**config.mk**
```make
export PLATFORM = sky130hd
export DESIGN_NAME = board_reader
export DESIGN_NICKNAME = d
export VERILOG_FILES = /design/src/rtl/board_pkg.sv /design/src/rtl/board_read_fifo.sv /design/src/rtl/board_reader.sv
export SDC_FILE = /design/constraint.sdc
export NUM_CORES = 1
export LEC_CHECK = 0
export ABC_AREA = 1
export BUFFER_PORTS_ARGS = -buffer_cell sky130_fd_sc_hd__buf_4
export CORE_UTILIZATION = 58
export CTS_CLUSTER_DIAMETER = 150
export DETAILED_ROUTE_END_ITERATION = 8
export PLACE_DENSITY = 0.78
export SYNTH_ARGS = -nofsm -noshare
export SYNTH_HDL_FRONTEND = slang
export SYNTH_SLANG_ARGS = --single-unit
export TNS_END_PERCENT = 5
```
**constraint.sdc**
```tcl
create_clock -name clk -period 2 [get_ports clk]
set_input_delay 0.3 -clock clk [delete_from_list [all_inputs] [get_ports clk]]
set_output_delay 0.3 -clock clk [all_outputs]
set_load 0.01 [all_outputs]
```
**src/rtl/board_pkg.sv**
```systemverilog
// ---------------------------------------------------------------------------
// board_pkg
//   Shared constants for the 64-cell board memory and its clients.
//   Address layout is {y[2:0], x[2:0]}; the helpers below split an address
//   into its column/row so every client decodes cells the same way.
//   Port-select codes identify which client currently owns the board port.
// ---------------------------------------------------------------------------
package board_pkg;

  localparam int BOARD_ADDR_W = 6;
  localparam int PIECE_W      = 4;
  localparam int BOARD_CELLS  = 64;

  typedef enum logic [1:0] {
    SEL_CONTROL   = 2'd0,
    SEL_VALIDATOR = 2'd1,
    SEL_DATAPATH  = 2'd2,
    SEL_VIEW      = 2'd3
  } port_sel_e;

  function automatic logic [2:0] cell_x(input logic [BOARD_ADDR_W-1:0] a);
    return a[2:0];
  endfunction

  function automatic logic [2:0] cell_y(input logic [BOARD_ADDR_W-1:0] a);
    return a[5:3];
  endfunction

endpackage

```
**src/rtl/board_read_fifo.sv**
```systemverilog
// ---------------------------------------------------------------------------
// board_read_fifo
//   Synchronous first-word-fall-through FIFO buffering {addr, piece} records
//   between the board read pipeline and the renderer handshake.
// Ports
//   clk          in   system clock
//   resetn       in   asynchronous active-low reset (pointers and count only)
//   i_push       in   write i_push_data this cycle (caller guarantees space)
//   i_push_data  in   WIDTH-bit record
//   i_pop        in   consume the head record (ignored when empty)
//   o_pop_data   out  head record, valid whenever o_empty is low
//   o_empty      out  no records held
//   o_count      out  number of records held (0..DEPTH)
// ---------------------------------------------------------------------------
module board_read_fifo #(
  parameter int WIDTH = 10,
  parameter int DEPTH = 4,
  localparam int PTR_W = $clog2(DEPTH),
  localparam int CNT_W = $clog2(DEPTH + 1)
) (
  input  logic             clk,
  input  logic             resetn,
  input  logic             i_push,
  input  logic [WIDTH-1:0] i_push_data,
  input  logic             i_pop,
  output logic [WIDTH-1:0] o_pop_data,
  output logic             o_empty,
  output logic [CNT_W-1:0] o_count
);

  logic [WIDTH-1:0] r_mem [DEPTH];
  logic [PTR_W-1:0] r_wr_ptr;
  logic [PTR_W-1:0] r_rd_ptr;
  logic [CNT_W-1:0] r_count;
  logic             w_pop;

  assign w_pop      = i_pop && (r_count != '0);
  assign o_empty    = (r_count == '0);
  assign o_count    = r_count;
  assign o_pop_data = r_mem[r_rd_ptr];

  always_ff @(posedge clk or negedge resetn) begin
    if (!resetn) begin
      r_wr_ptr <= '0;
      r_rd_ptr <= '0;
      r_count  <= '0;
    end else begin
      if (i_push) r_wr_ptr <= r_wr_ptr + PTR_W'(1);
      if (w_pop)  r_rd_ptr <= r_rd_ptr + PTR_W'(1);
      case ({i_push, w_pop})
        2'b10:   r_count <= r_count + CNT_W'(1);
        2'b01:   r_count <= r_count - CNT_W'(1);
        default: r_count <= r_count;
      endcase
    end
  end

  // Storage carries data only; validity is tracked by the pointers/count.
  always_ff @(posedge clk) begin
    if (i_push) r_mem[r_wr_ptr] <= i_push_data;
  end

endmodule

```
**src/rtl/board_reader.sv**
```systemverilog
// ---------------------------------------------------------------------------
// board_reader
//   Read-side client of the shared board memory. A start pulse requests the
//   board port, sweeps cells 0..63, absorbs the RAM read latency with a tag
//   shift register and streams {x, y, piece} to the renderer over
//   valid/ready. Issue is credit-limited so the output FIFO never overflows.
// Ports
//   clk           in   system clock
//   resetn        in   asynchronous active-low reset
//   start         in   1-cycle pulse, begins a sweep when idle
//   grant         in   board port currently routed to address_view
//   piece_read    in   board RAM read data (READ_LATENCY after address)
//   req           out  board port request
//   address_view  out  read address to the board port
//   out_valid     out  out_x/out_y/out_piece hold a cell
//   out_ready     in   renderer accepts the cell this cycle
//   out_x, out_y  out  column/row of the cell
//   out_piece     out  piece code of the cell
//   busy          out  sweep in progress
//   done          out  1-cycle pulse after the last cell is accepted
// ---------------------------------------------------------------------------
module board_reader
  import board_pkg::*;
#(
  parameter int ADDR_W       = BOARD_ADDR_W,
  parameter int DATA_W       = PIECE_W,
  parameter int READ_LATENCY = 1,
  parameter int FIFO_DEPTH   = 4
) (
  input  logic              clk,
  input  logic              resetn,
  input  logic              start,
  input  logic              grant,
  input  logic [DATA_W-1:0] piece_read,
  output logic              req,
  output logic [ADDR_W-1:0] address_view,
  output logic              out_valid,
  input  logic              out_ready,
  output logic [2:0]        out_x,
  output logic [2:0]        out_y,
  output logic [DATA_W-1:0] out_piece,
  output logic              busy,
  output logic              done
);

  localparam int CELLS  = 1 << ADDR_W;
  localparam int PTR_W  = ADDR_W + 1;
  localparam int FIFO_W = ADDR_W + DATA_W;
  localparam int CNT_W  = $clog2(FIFO_DEPTH + 1);
  localparam int OCC_W  = 8;

  typedef enum logic [2:0] {
    S_IDLE,
    S_WAIT_GRANT,
    S_ISSUE,
    S_DRAIN,
    S_DONE
  } state_e;

  state_e            r_state;
  state_e            w_next;

  // One extra bit so "all 64 issued" is representable without wrapping.
  logic [PTR_W-1:0]  r_issue_ptr;

  logic              r_sr_vld  [READ_LATENCY];
  logic [ADDR_W-1:0] r_sr_addr [READ_LATENCY];

  logic [OCC_W-1:0]  w_inflight;
  logic [OCC_W-1:0]  w_occ;
  logic              w_credit;
  logic              w_fire;
  logic              w_capture;
  logic              w_xfer;
  logic              w_last_xfer;
  logic              w_fifo_empty;
  logic [CNT_W-1:0]  w_fifo_count;
  logic [FIFO_W-1:0] w_fifo_data;
  logic [ADDR_W-1:0] w_head_addr;

  // ---- credit / issue -----------------------------------------------------
  always_comb begin
    w_inflight = '0;
    for (int i = 0; i < READ_LATENCY; i++) begin
      w_inflight = w_inflight + OCC_W'(r_sr_vld[i]);
    end
  end

  // Reads already in flight reserve a FIFO slot, so a push can never land on
  // a full FIFO even when the renderer stalls.
  assign w_occ    = OCC_W'(w_fifo_count) + w_inflight;
  assign w_credit = (w_occ < OCC_W'(FIFO_DEPTH));
  assign w_fire   = (r_state == S_ISSUE) && grant &&
                    (r_issue_ptr < PTR_W'(CELLS)) && w_credit;

  assign address_view = r_issue_ptr[ADDR_W-1:0];

  always_ff @(posedge clk or negedge resetn) begin
    if (!resetn) begin
      r_issue_ptr <= '0;
    end else if ((r_state == S_IDLE) && start) begin
      r_issue_ptr <= '0;
    end else if (w_fire) begin
      r_issue_ptr <= r_issue_ptr + PTR_W'(1);
    end
  end

  // ---- read-latency tag pipeline ------------------------------------------
  always_ff @(posedge clk or negedge resetn) begin
    if (!resetn) begin
      for (int i = 0; i < READ_LATENCY; i++) r_sr_vld[i] <= 1'b0;
    end else begin
      r_sr_vld[0] <= w_fire;
      for (int i = 1; i < READ_LATENCY; i++) r_sr_vld[i] <= r_sr_vld[i-1];
    end
  end

  always_ff @(posedge clk) begin
    r_sr_addr[0] <= r_issue_ptr[ADDR_W-1:0];
    for (int i = 1; i < READ_LATENCY; i++) r_sr_addr[i] <= r_sr_addr[i-1];
  end

  // The tag reaches the last stage in the same cycle piece_read is valid.
  assign w_capture = r_sr_vld[READ_LATENCY-1];

  // ---- output buffer ------------------------------------------------------
  board_read_fifo #(
    .WIDTH (FIFO_W),
    .DEPTH (FIFO_DEPTH)
  ) u_fifo (
    .clk         (clk),
    .resetn      (resetn),
    .i_push      (w_capture),
    .i_push_data ({r_sr_addr[READ_LATENCY-1], piece_read}),
    .i_pop       (w_xfer),
    .o_pop_data  (w_fifo_data),
    .o_empty     (w_fifo_empty),
    .o_count     (w_fifo_count)
  );

  assign out_valid   = !w_fifo_empty;
  assign w_xfer      = out_valid && out_ready;
  assign w_head_addr = w_fifo_data[FIFO_W-1:DATA_W];

  // Zero the payload when nothing is held so the bus is quiet after reset.
  assign out_x     = out_valid ? cell_x(w_head_addr) : 3'd0;
  assign out_y     = out_valid ? cell_y(w_head_addr) : 3'd0;
  assign out_piece = out_valid ? w_fifo_data[DATA_W-1:0] : '0;

  // Last cell leaves when everything has been issued, nothing is in flight
  // and the FIFO holds only the head being accepted.
  assign w_last_xfer = w_xfer && (w_fifo_count == CNT_W'(1)) &&
                       (w_inflight == '0) && (r_issue_ptr == PTR_W'(CELLS));

  // ---- control FSM --------------------------------------------------------
  always_ff @(posedge clk or negedge resetn) begin
    if (!resetn) r_state <= S_IDLE;
    else         r_state <= w_next;
  end

  always_comb begin
    w_next = r_state;
    req    = 1'b0;
    busy   = 1'b0;
    done   = 1'b0;
    case (r_state)
      S_IDLE: begin
        if (start) w_next = S_WAIT_GRANT;
      end
      S_WAIT_GRANT: begin
        req  = 1'b1;
        busy = 1'b1;
        if (grant) w_next = S_ISSUE;
      end
      S_ISSUE: begin
        req  = 1'b1;
        busy = 1'b1;
        if (w_fire && (r_issue_ptr == PTR_W'(CELLS - 1))) w_next = S_DRAIN;
      end
      S_DRAIN: begin
        busy = 1'b1;
        if (w_last_xfer) w_next = S_DONE;
      end
      S_DONE: begin
        busy   = 1'b1;
        done   = 1'b1;
        w_next = S_IDLE;
      end
      default: w_next = S_IDLE;
    endcase
  end

endmodule

```
==> flow_metrics.py <==
metrics = {
    "status": {
        "outcome": "finished, final reports clean",
    },
    "power": {
        "p_leak_nw": 1.41,
        "p_total_mw": 5.12,
        "power.density_nw_per_um2": 1550,
        "peakVddDrop_mv": 0.914,
    },
    "detailed_routing": {
        "drc_errors": 0,
        "drt_pass1_iterations": 4,
        "wl_um": 5350,
        "antenna_left": 0,
        "via_per_inst": 5.20,
        "wl_per_cell_um": 14.2,
        "first_iter_violations": 110,
        "num_vias": 1966,
    },
    "timing": {
        "finalSetupTns_ps": 0,
        "rsz0062_at_grt": "no",
        "hold_violations": 0,
        "fin_crit_sh": 0.941,
        "setup_violations": 0,
        "maxSlewHeadroom": 0.677,
        "clock_skew_ps": 15.0,
        "fmax_mhz": 531,
        "finalCriticalPeriod_ps": 1880,
        "hold-worst-slack_ps": 156,
        "tightest_slew_ps": 484,
        "drv_slew": 0,
        "setup_slack_ps": 117,
    },
    "synthesis": {
        "synthFlopType": "edfxtp_1",
        "synth_area_per_cell_um2": 10.4,
        "synth_top_area_frac": 0.418,
        "synth_cell_types": 30,
        "yosysWarnings": 0,
        "postSynth.asyncResetShare": 0.281,
        "synth_nets": 295,
        "yosys.area.top_type": "edfxtp_1",
        "ys_seq_area_frac": 0.617,
        "synth_edf_count": 40,
        "netlist_area_um2": 2870,
        "synthCells": 275,
        "ys_ff_latch": 64,
        "synth.area.top_cells": "edfxtp_1 (42%), dfrtp_1 (16%), nor2_1 (7.5%)",
    },
    "place": {
        "port_buffers": 28,
        "place_hpwl_um": 3490,
        "place_ws_ps": 167,
        "place_congestion": 0.777,
    },
    "clock_tree": {
        "worstSkewPairLatency_ps": 340,
        "cts_buffer_depth": 2,
        "cts_tree": "built",
        "htree_levels": 3,
        "numCtsBuffers": 9,
        "cts_root_buffer": "clkbuf_8",
        "cts.sinks": 64,
        "clk_pin_slew_ps": 70,
    },
    "cells_and_area": {
        "num_antenna_cells": 0,
        "synthToLayoutAreaGrowth_pct": 15.3,
        "fillers": 388,
        "nNetsFinal": 326,
        "drive_gt1_frac": 0.206,
    },
    "floorplan": {
        "core_area_um2": 4750,
        "core.rowCount": 25,
        "die_area_um2": 5230,
        "ios": 29,
        "die_h_um": 72.3,
        "die_w_um": 72.3,
        "start_util": 0.604,
    },
    "grt": {
        "grt_pass1_wl_um": 8580,
        "antenna_found_initial": 0,
        "grt_usage": 0.228,
        "grt_pass1_vias": 1884,
        "grt_overflow": 0,
        "grt_start_max_net_pins": 22,
    },
    "critical_path": {
        "start_kind": "flip-flop",
        "r2r_setup_slack_ps": 200,
        "endpoint_kind": "output pin",
        "crit_fanout": 20,
        "path_class": "reg -> out",
        "arrival_ps": 1580,
        "crit_required_ps": 1700,
    },
    "min_path": {
        "hp-class": "in -> reg",
    },
    "run": {
        "drv_cap": 0,
    },
}
==> cell usage after synthesis, types with 2 or more instances <==
cell / count
buf_2: 2
a21oi_1: 11
buf_4: 6
nand2_1: 24
clkbuf_1: 3
nor2_1: 57
edfxtp_1: 40
nor2_4: 2
clkinv_1: 2
nand4_1: 3
nand2_4: 2
nand3b_1: 3
dfrtp_1: 18
o21ai_1: 5
xnor2_1: 2
inv_2: 4
nand3_1: 11
xor2_1: 4
nand2_2: 4
o21ai_0: 23
inv_1: 24
dfxtp_1: 6
nor3_1: 2
ha_1: 11
==> report_power, final <==
group          switching, mW  internal, mW
Clock                  0.467         0.514
Combinational           1.23         0.856
Sequential             0.285          1.77
Total                   1.98          3.14
==> worst max-delay path, stage by stage (launching register included) <==
cell and delay (ps):
dfrtp_1 400, buf_6 210, nor2_1 70, nor2_1 110, o21ai_0 140, a21oi_2 170, buf_4 140
==> flip-flops by register name, indices dropped and copies added (netlist names) <==
| signal | count |
|---|---|
| u_fifo.r_mem | 40 |
| r_state | 3 |
| r_sr_addr | 6 |
| u_fifo.r_wr_ptr | 2 |
| r_issue_ptr | 7 |
| u_fifo.o_count | 3 |
| r_sr_vld | 1 |
| u_fifo.r_rd_ptr | 2 |
==> cell families after synthesis <==
| kind of cell | share of synthesized area |
|---|---|
| compound gates | 0.0763 |
| fa+ha+maj | 0.0480 |
| flops | 0.617 |
| simple gates | 0.171 |
| buf+inv | 0.0693 |
| xor+xnor | 0.0183 |
==> what timing repair did <==
action                                  CTS  global route
gates resized for setup                   1             5
setup buffers                             0             0
hold endpoints to repair                 18             0
hold buffers                              1             0
endpoints found under the setup margin   10             9
gates cloned                              0             0
==> per-stage QoR <==
step | util | cells | cell area [um^2]
after CTS | 0.693 | 378 | 3300
after global placement | 0.654 | 361 | 3110
after detailed placement | 0.654 | 361 | 3110
after floorplan | - | 275 | 2870
final | 0.696 | 378 | 3310
after global routing | 0.696 | 378 | 3310
==> final timing paths <==
check | from | to | depth (start not counted)
worst max-delay path | u_fifo.r_rd_ptr[0] | out_x[1] | 6
worst min-delay path | piece_read[2] | u_fifo.r_mem[3][2] | 1
worst max register to register | u_fifo.o_count[1] | u_fifo.o_count[2] | 10
worst min register to register | r_sr_addr[0][5] | u_fifo.r_mem[0][9] | 0
max in group asynchronous | resetn | u_fifo.r_wr_ptr[0] | 2
min in group asynchronous | resetn | r_state[2] | 2
==> area by class of cell <==
class / count / area, um^2 / area share
tap: 67 / 83.8 / 0.0253
inverter: 31 / 128 / 0.0386
multi-input combinational: 168 / 903 / 0.273
sequential: 64 / 1770 / 0.535
timing repair buffer: 32 / 246 / 0.0745
clock inverter: 3 / 17.5 / 0.00529
clock buffer: 13 / 159 / 0.0480
==> placed cells by master (no fill, tap or decap), types with 5 or more instances in the layout <==
cell and count:
a21oi_1 10, buf_4 30, clkbuf_8 11, dfrtp_1 18, dfxtp_1 6, edfxtp_1 40, ha_1 11, inv_1 23
inv_2 5, nand2_1 24, nand3_1 11, nor2_1 57, o21ai_0 23, o21ai_1 5
==> layer usage <==
| metal | track usage | part of all wire | vias up |
|---|---|---|---|
| met5 | 0 | 0 | - |
| met4 | 0.118 | 0.0043 | 0 |
| met3 | 0.0472 | 0.055 | 4 |
| met2 | 0.402 | 0.53 | 56 |
| met1 | 0.263 | 0.41 | 945 |
| li1 | - | - | 961 |
No activity file was read; power rests on OpenSTA's default activity.
